File: src/rtl/pkt_proc_sched.sv
// pkt_proc_sched: hands the packet buffer SRAM between network datapath and CPU, releasing each packet via data_processed
`timescale 1ns/1ps
module pkt_proc_sched #(
  parameter int ADDR_W        = 8,
  parameter int MAX_PKT_WORDS = 200,
  parameter int TIMEOUT_CYC   = 4096,
  parameter int CNT_W         = 16
) (
  input  logic              clk,
  input  logic              rst,
  input  logic              sched_en,
  input  logic              bypass,
  input  logic              full,
  input  logic [ADDR_W-1:0] first_addr,
  input  logic [ADDR_W-1:0] last_addr,
  input  logic              cpu_done,
  output logic              cpu_start,
  output logic              cpu_rst,
  output logic              cpu_mem_sel,
  output logic [ADDR_W-1:0] cpu_base_addr,
  output logic [ADDR_W:0]   cpu_pkt_len,
  output logic              data_processed,
  output logic              busy,
  output logic [CNT_W-1:0]  pkt_cnt,
  output logic [CNT_W-1:0]  bypass_cnt,
  output logic [CNT_W-1:0]  timeout_cnt,
  output logic              err
);
  localparam int TW = $clog2(TIMEOUT_CYC) + 1;
  typedef enum logic [2:0] {IDLE, DECIDE, LOAD, RUN, RELEASE, DRAIN} state_t;
  state_t state;
  logic [TW-1:0] timer;
  logic byp_flag, to_flag, drop;
  logic [ADDR_W-1:0] diff;
  logic [ADDR_W:0] len;
  assign diff = last_addr - first_addr;
  assign len = {1'b0, diff} + (ADDR_W+1)'(1);
  assign busy = state != IDLE;
  assign drop = !full && (state == DECIDE || state == LOAD || state == RUN);
  always_ff @(posedge clk)
    if (rst) begin
      state          <= IDLE;
      timer          <= '0;
      byp_flag       <= 1'b0;
      to_flag        <= 1'b0;
      cpu_start      <= 1'b0;
      cpu_rst        <= 1'b1;
      cpu_mem_sel    <= 1'b0;
      cpu_base_addr  <= '0;
      cpu_pkt_len    <= '0;
      data_processed <= 1'b0;
      pkt_cnt        <= '0;
      bypass_cnt     <= '0;
      timeout_cnt    <= '0;
      err            <= 1'b0;
    end else begin
      cpu_start      <= 1'b0;
      data_processed <= 1'b0;
      if (drop) begin
        err         <= 1'b1;
        cpu_mem_sel <= 1'b0;
        cpu_rst     <= 1'b1;
        state       <= IDLE;
      end else
        case (state)
          IDLE:
            if (full && sched_en) begin
              cpu_base_addr <= first_addr;
              cpu_pkt_len   <= len;
              byp_flag      <= 1'b0;
              to_flag       <= 1'b0;
              state         <= DECIDE;
            end
          DECIDE:
            if (bypass || int'(cpu_pkt_len) > MAX_PKT_WORDS) begin
              byp_flag       <= 1'b1;
              data_processed <= 1'b1;
              state          <= RELEASE;
            end else begin
              cpu_mem_sel <= 1'b1;
              cpu_rst     <= 1'b0;
              timer       <= '0;
              state       <= LOAD;
            end
          LOAD: begin
            cpu_start <= 1'b1;
            state     <= RUN;
          end
          RUN:
            if (cpu_done || timer == TW'(TIMEOUT_CYC - 1)) begin
              to_flag        <= !cpu_done;
              data_processed <= 1'b1;
              cpu_mem_sel    <= 1'b0;
              cpu_rst        <= 1'b1;
              state          <= RELEASE;
            end else
              timer <= timer + TW'(1);
          RELEASE: begin
            pkt_cnt     <= pkt_cnt + CNT_W'(pkt_cnt != '1);
            bypass_cnt  <= bypass_cnt + CNT_W'(byp_flag && bypass_cnt != '1);
            timeout_cnt <= timeout_cnt + CNT_W'(to_flag && timeout_cnt != '1);
            state       <= DRAIN;
          end
          DRAIN: state <= full ? DRAIN : IDLE;
          default: state <= IDLE;
        endcase
    end
endmodule

File: config.mk
export PLATFORM = sky130hd
export DESIGN_NAME = pkt_proc_sched
export DESIGN_NICKNAME = d
export VERILOG_FILES = /design/src/rtl/pkt_proc_sched.sv
export SDC_FILE = /design/constraint.sdc
export NUM_CORES = 1
export LEC_CHECK = 0
export BUFFER_PORTS_ARGS = -buffer_cell sky130_fd_sc_hd__buf_2
export CAP_MARGIN = 10
export CORE_MARGIN = 1
export CORE_UTILIZATION = 51
export CTS_CLUSTER_DIAMETER = 60
export CTS_CLUSTER_SIZE = 16
export DETAILED_ROUTE_END_ITERATION = 8
export PLACE_DENSITY = 0.87
export SYNTH_ARGS = -nofsm -noshare
export SYNTH_HDL_FRONTEND = slang
export SYNTH_SLANG_ARGS = --single-unit
File: constraint.sdc
create_clock -name clk -period 2.9 [get_ports clk]
set_input_delay 0.58 -clock clk [delete_from_list [all_inputs] [get_ports clk]]
set_output_delay 0.58 -clock clk [all_outputs]
set_load 0.01 [all_outputs]
---- Yosys cells after proc, flatten, opt, wreduce, memory -nomap -nowiden ----
Index checks and enable logic that the tools add are counted.
storage, ports and cells
  output and inout port bits .............. 71
  bits of input ports ..................... 22
  logic and storage cells ................. 82
  register bits after elaboration ......... 88
cells by class
  $lt $le $gt $ge ......................... 1
  eq/ne operators ......................... 14
  add/subtract/negate cells ............... 6
  bitwise gates (word level) .............. 1
  reductions and logical operators ........ 23
  muxes and demuxes ....................... 23
operator list
  operator                                                        count
  adder 16 x 1 -> 16 bit                                          3
  != test 16 bit (second input constant)                          3
  2-to-1 mux 13 bit                                               2
  case mux 13 bit (2 select lines)                                1
  case mux 3 bit (6 select lines)                                 1
  adder 13 x 1 -> 13 bit (second input constant)                  1
  == test 13 x 12 -> 1 bit (second input constant)                1
  2-to-1 mux 3 bit                                                4
  AND reduction 4 bit                                             3
  2-to-1 mux 1 bit                                                10
  case mux 1 bit (2 select lines)                                 5
  adder 8 x 1 -> 9 bit (second input constant)                    1
  greater-than comparator 9 x 8 -> 1 bit (second input constant)  1
  subtractor 8 bit                                                1
  == test 3 x 2 -> 1 bit (second input constant)                  2
  == test 3 bit (second input constant)                           2
  != test 2 bit (second input constant)                           3
  AND reduction 3 bit                                             2
  nonzero test 2 bit                                              3
  logical AND 1 bit                                               4
  logical OR 1 bit                                                4
  != test 2 x 1 -> 1 bit (second input constant)                  2
  AND reduction 2 bit                                             2
  == test 3 x 1 -> 1 bit (second input constant)                  1
  5 further kinds                                                 6

---- Depth between registers and ports, before layout ----
  depth after elaboration ................. 6
  gate-level depth with buffers ........... 11
  depth with buffers taken out ............ 11

---- Worst setup path after synthesis ----
OpenSTA, ideal clock, no wires.
  kind .................................... input-to-reg
  start ................................... input port last_addr[0]
  end ..................................... register cpu_pkt_len[8]
  library setup time ...................... 0.070 ns
  data arrival time ....................... 2.483 ns
  data required time ...................... 2.830 ns
  setup slack ............................. 0.346 ns
  buffers on the path ..................... 0
  stages on the path ...................... 10
  path through ............................ inv_1 ha_1 inv_1 fa_1 xor2_1 nand2_1 a211oi_1 nand3_1 or4_1 a21oi_1
between the ends
  word-level cells in the longest chain between the ends .. 2
RTL lines
  what                  line  RTL
  from (decl)           15    input logic [ADDR_W-1:0] last_addr,
  subtractor 8 bit      36    assign diff = last_addr - first_addr;
  adder 8 x 1 -> 9 bit  37    assign len = {1'b0, diff} + (ADDR_W+1)'(1);
  to (signal assigned)  69    cpu_pkt_len <= len;
  to (decl)             21    output logic [ADDR_W:0] cpu_pkt_len,
Every way passes these cells.
A chain may end at the register's enable or synchronous reset.

---- Worst setup path after layout ----
  start ................................... register pkt_cnt[6]
  end ..................................... register pkt_cnt[14]
between the ends
  word-level cells in the longest chain between the ends .. 2
RTL lines
  what                        line  RTL
  from (decl)                 24    output logic [CNT_W-1:0] pkt_cnt,
  from (signal assigned)      99    pkt_cnt <= pkt_cnt + CNT_W'(pkt_cnt != '1);
  != test 16 bit              99
  adder 16 x 1 -> 16 bit (*)  99
Mark *: on every way between the ends. The rest lies on a longest branch, timed or not.

==> impl_metrics.json <==
{
  "synth-xor-area-share_pct": 9.922,
  "ys_seq_area_share_pct": 40.73,
  "worst_pin_slew_ns": 0.7191,
  "grt_pass1_wl_um": 15940,
  "via_per_inst": 5.383,
  "post-place-ws_ns": 0.07341,
  "synth_compound_area_share_pct": 12.58,
  "yosysUniqueCellTypes": 53,
  "synth_top_family_by_area": "simple AND/OR/NAND/NOR gates",
  "syn-num-nets": 554,
  "synth_edf_count": 0,
  "syn2layout_area_growth_pct": 16.72,
  "hold_path_depth": 2,
  "nets": 643,
  "multi_input_area_sq_um": 2402,
  "dieHeight_um": 94.10,
  "yosysTopAreaCell": "dfxtp_1",
  "cts_setup_buffers": 0,
  "yosys.area.top_type_share_pct": 40.73,
  "synthMuxAreaShare_pct": 0.2314,
  "p_per_area_nw_per_um2": 469.1,
  "grt_pass1_vias": 3569,
  "r2r_slack_ns": 0.25,
  "routed_wl_um": 9401,
  "synth_area_sq_um": 4325,
  "setup_viol": 0,
  "worstPathRequired_ns": 3.13,
  "drt_iter0_drc": 130,
  "final-seq-area_sq_um": 1764,
  "worstSetupStartpointType": "flip-flop",
  "p_leak_nw": 2.119,
  "drc": 0,
  "period_share_pct": 91.44,
  "gp_congestion": 0.8084,
  "drt_first_pass_iters": 4,
  "reg2reg_depth": 10,
  "hold_viol": 0,
  "avgRoutedWirePerCell_um": 13.15,
  "ys_async_sr_fraction_pct": 0,
  "synth_area_per_cell_sq_um": 8.383,
  "post-route-util_pct": 61.44,
  "ios": 93,
  "crit_path_end_kind": "flip-flop",
  "initial_core_util_pct": 52.64,
  "rsz0062_at_grt": "false",
  "finalNonFillerCells": 715,
  "setup_slack_ns": 0.2484,
  "synth_area_leaders": "dfxtp_1 (41%), xor2_1 (7.1%), nand2_1 (6.2%)",
  "maxCapViolCount": 0,
  "yosys_most_used_dff": "dfxtp_1",
  "max_stage_delay_ns": 0.57,
  "ctsHtreeMaxLevel": 3,
  "clockBufferDepth": 2,
  "dpl.hpwl_um": 6898,
  "fin_skew_ns": 0.01434,
  "run_status": "completed",
  "synth_warnings": 0,
  "globalRouteOverflowTotal": 0,
  "port-buffer-count": 92,
  "slew_headroom_pct": 52.06,
  "ys_top_cells_by_count": "dfxtp_1 (88), nand2_1 (71), nor2_1 (70)",
  "rows": 33,
  "slowest_stage": "or4_1",
  "total_power_mw": 2.368,
  "maxSlewViolCount": 0,
  "tritoncts": "yes",
  "irDropWorstVdd_mv": 0.3069,
  "num-fill-cells": 724,
  "n_antenna_cell": 0,
  "synth_most_common_cell": "dfxtp_1",
  "fmax_mhz": 377.1,
  "vias": 3849,
  "placed_cells": 699,
  "synthCells": 516,
  "coreArea_sq_um": 8217,
  "grt_usage_pct": 22.29,
  "hold_path_end": "timer[12]",
  "synth_adder_area_share_pct": 4.802,
  "cp.buffers_inverters": 0,
  "fin_setup_tns_ns": 0,
  "hold_path.class": "reg2reg",
  "cts_hold_buf": 0,
  "min_from": "timer[12]",
  "clock-sinks": 88,
  "drive_gt1_share_pct": 20.49,
  "clk_latency_ns": 0.35,
  "path_clk_slew_ns": 0.10,
  "dieArea_sq_um": 8854,
  "path_max_fanout": 4,
  "path_cells": "and4_1 -> nand3_1 -> or4_1 -> ha_1 -> ha_1 -> and4_1 -> nor2b_1 -> nand3_1 -> xor2_1 -> nor2_1",
  "ctsResizeCount": 0,
  "r2r_end": "pkt_cnt[14]",
  "cts_root_buf": "clkbuf_8",
  "synth-seq-cells": 88,
  "crit_family": "simple AND/OR/NAND/NOR gates",
  "synthSimpleGateAreaFrac_pct": 28.00,
  "cts_inserted_buffers": 9,
  "grt_max_degree": 56,
  "criticalPathCategory": "reg2reg",
  "fin_crit_ns": 2.652,
  "worstPathArrival_ns": 2.88,
  "grt_antenna_before_repair": 1,
  "die_w_um": 94.10,
  "antenna_left": 0,
  "rr_startpoint": "pkt_cnt[6]"
}
## area by class of cell
type / count / area share (%)
clock buffer: 10 / 2.528
inverter: 17 / 1.264
multi-input combinational: 394 / 47.58
timing repair buffer: 95 / 9.566
clock inverter: 6 / 1.512
sequential: 88 / 34.94
tap: 105 / 2.602
## worst register-to-register path, stage by stage, from the launching register on
cell and delay, ns:
dfxtp_1 0.38, and4_1 0.25, nand3_1 0.14, or4_1 0.57, ha_1 0.25, ha_1 0.20
and4_1 0.24, nor2b_1 0.18, nand3_1 0.10, xor2_1 0.15, nor2_1 0.05
## logic make-up after synthesis
kind of cell | count (synthesis)
compound gates | 81
flops | 88
fa+ha+maj | 16
mux | 1
buf+inv | 34
xor+xnor | 49
simple gates | 247
## state kept, by name (all words and copies together), names as in the netlist
name,flops
cpu_rst,1
byp_flag,1
to_flag,1
timeout_cnt,16
cpu_base_addr,8
cpu_mem_sel,1
cpu_pkt_len,9
timer,13
bypass_cnt,16
data_processed,1
cpu_start,1
pkt_cnt,16
state,3
err,1
## worst max path at each step
stage            startpoint              to  slack [ns]  depth (start not counted)
6_report         pkt_cnt[6]     pkt_cnt[14]        0.25                         10
5_1_grt          pkt_cnt[6]     pkt_cnt[14]        0.02                         10
4_1_cts          pkt_cnt[4]     pkt_cnt[12]        0.22                         10
3_5_place_dp   last_addr[0]  cpu_pkt_len[8]        0.07                         11
3_3_place_gp   last_addr[0]  cpu_pkt_len[8]        0.14                         11
2_1_floorplan  last_addr[0]  cpu_pkt_len[8]        0.35                         10
## metrics by stage
| step | hold slack, ns | instance area (sq um) |
|---|---|---|
| 5_1_grt | 0.4603 | 5049 |
| 6_report | 0.4453 | 5049 |
| 2_1_floorplan | 0.4045 | 4325 |
| 3_5_place_dp | 0.4350 | 4842 |
| 3_3_place_gp | 0.4148 | 4842 |
| 4_1_cts | 0.4480 | 5046 |
## placed cells by master (no fill, tap or decap), types with 3 or more instances in the layout
cell type and count:
dfxtp_1 86, nor4_1 7, nor3_1 7, xnor2_1 14
a21o_1 3, or4_1 8, nor2b_1 5, buf_4 3
nand2b_1 3, nor2_1 70, nand2_1 71, o21ai_0 9
a211oi_1 6, and4_1 5, ha_1 15, o211ai_1 5
o31a_1 3, nand4_1 14, inv_1 17, or3_1 8
clkbuf_8 9, and3_1 7, and2_1 4, buf_2 92
xor2_1 35, o21a_1 3, nand3_1 27, a21oi_1 36
## report_power, final
part	internal (mW)	total, mW	leakage [nW]	switching (mW)
clock	0.412	0.871	0.0965	0.458
combinational	0.101	0.249	1.31	0.149
sequential	1.23	1.25	0.712	0.0199
## routing by layer
layer / vias to the layer above / part of all wire [%] / GRT usage (%)
li1: 1970 / - / -
met1: 1789 / 45 / 27.26
met2: 84 / 51 / 39.60
met3: 4 / 4.3 / 5.340
met4: 2 / 0.33 / 4.359
met5: - / 0.14 / 0
Power figures use the tool's default switching activity.
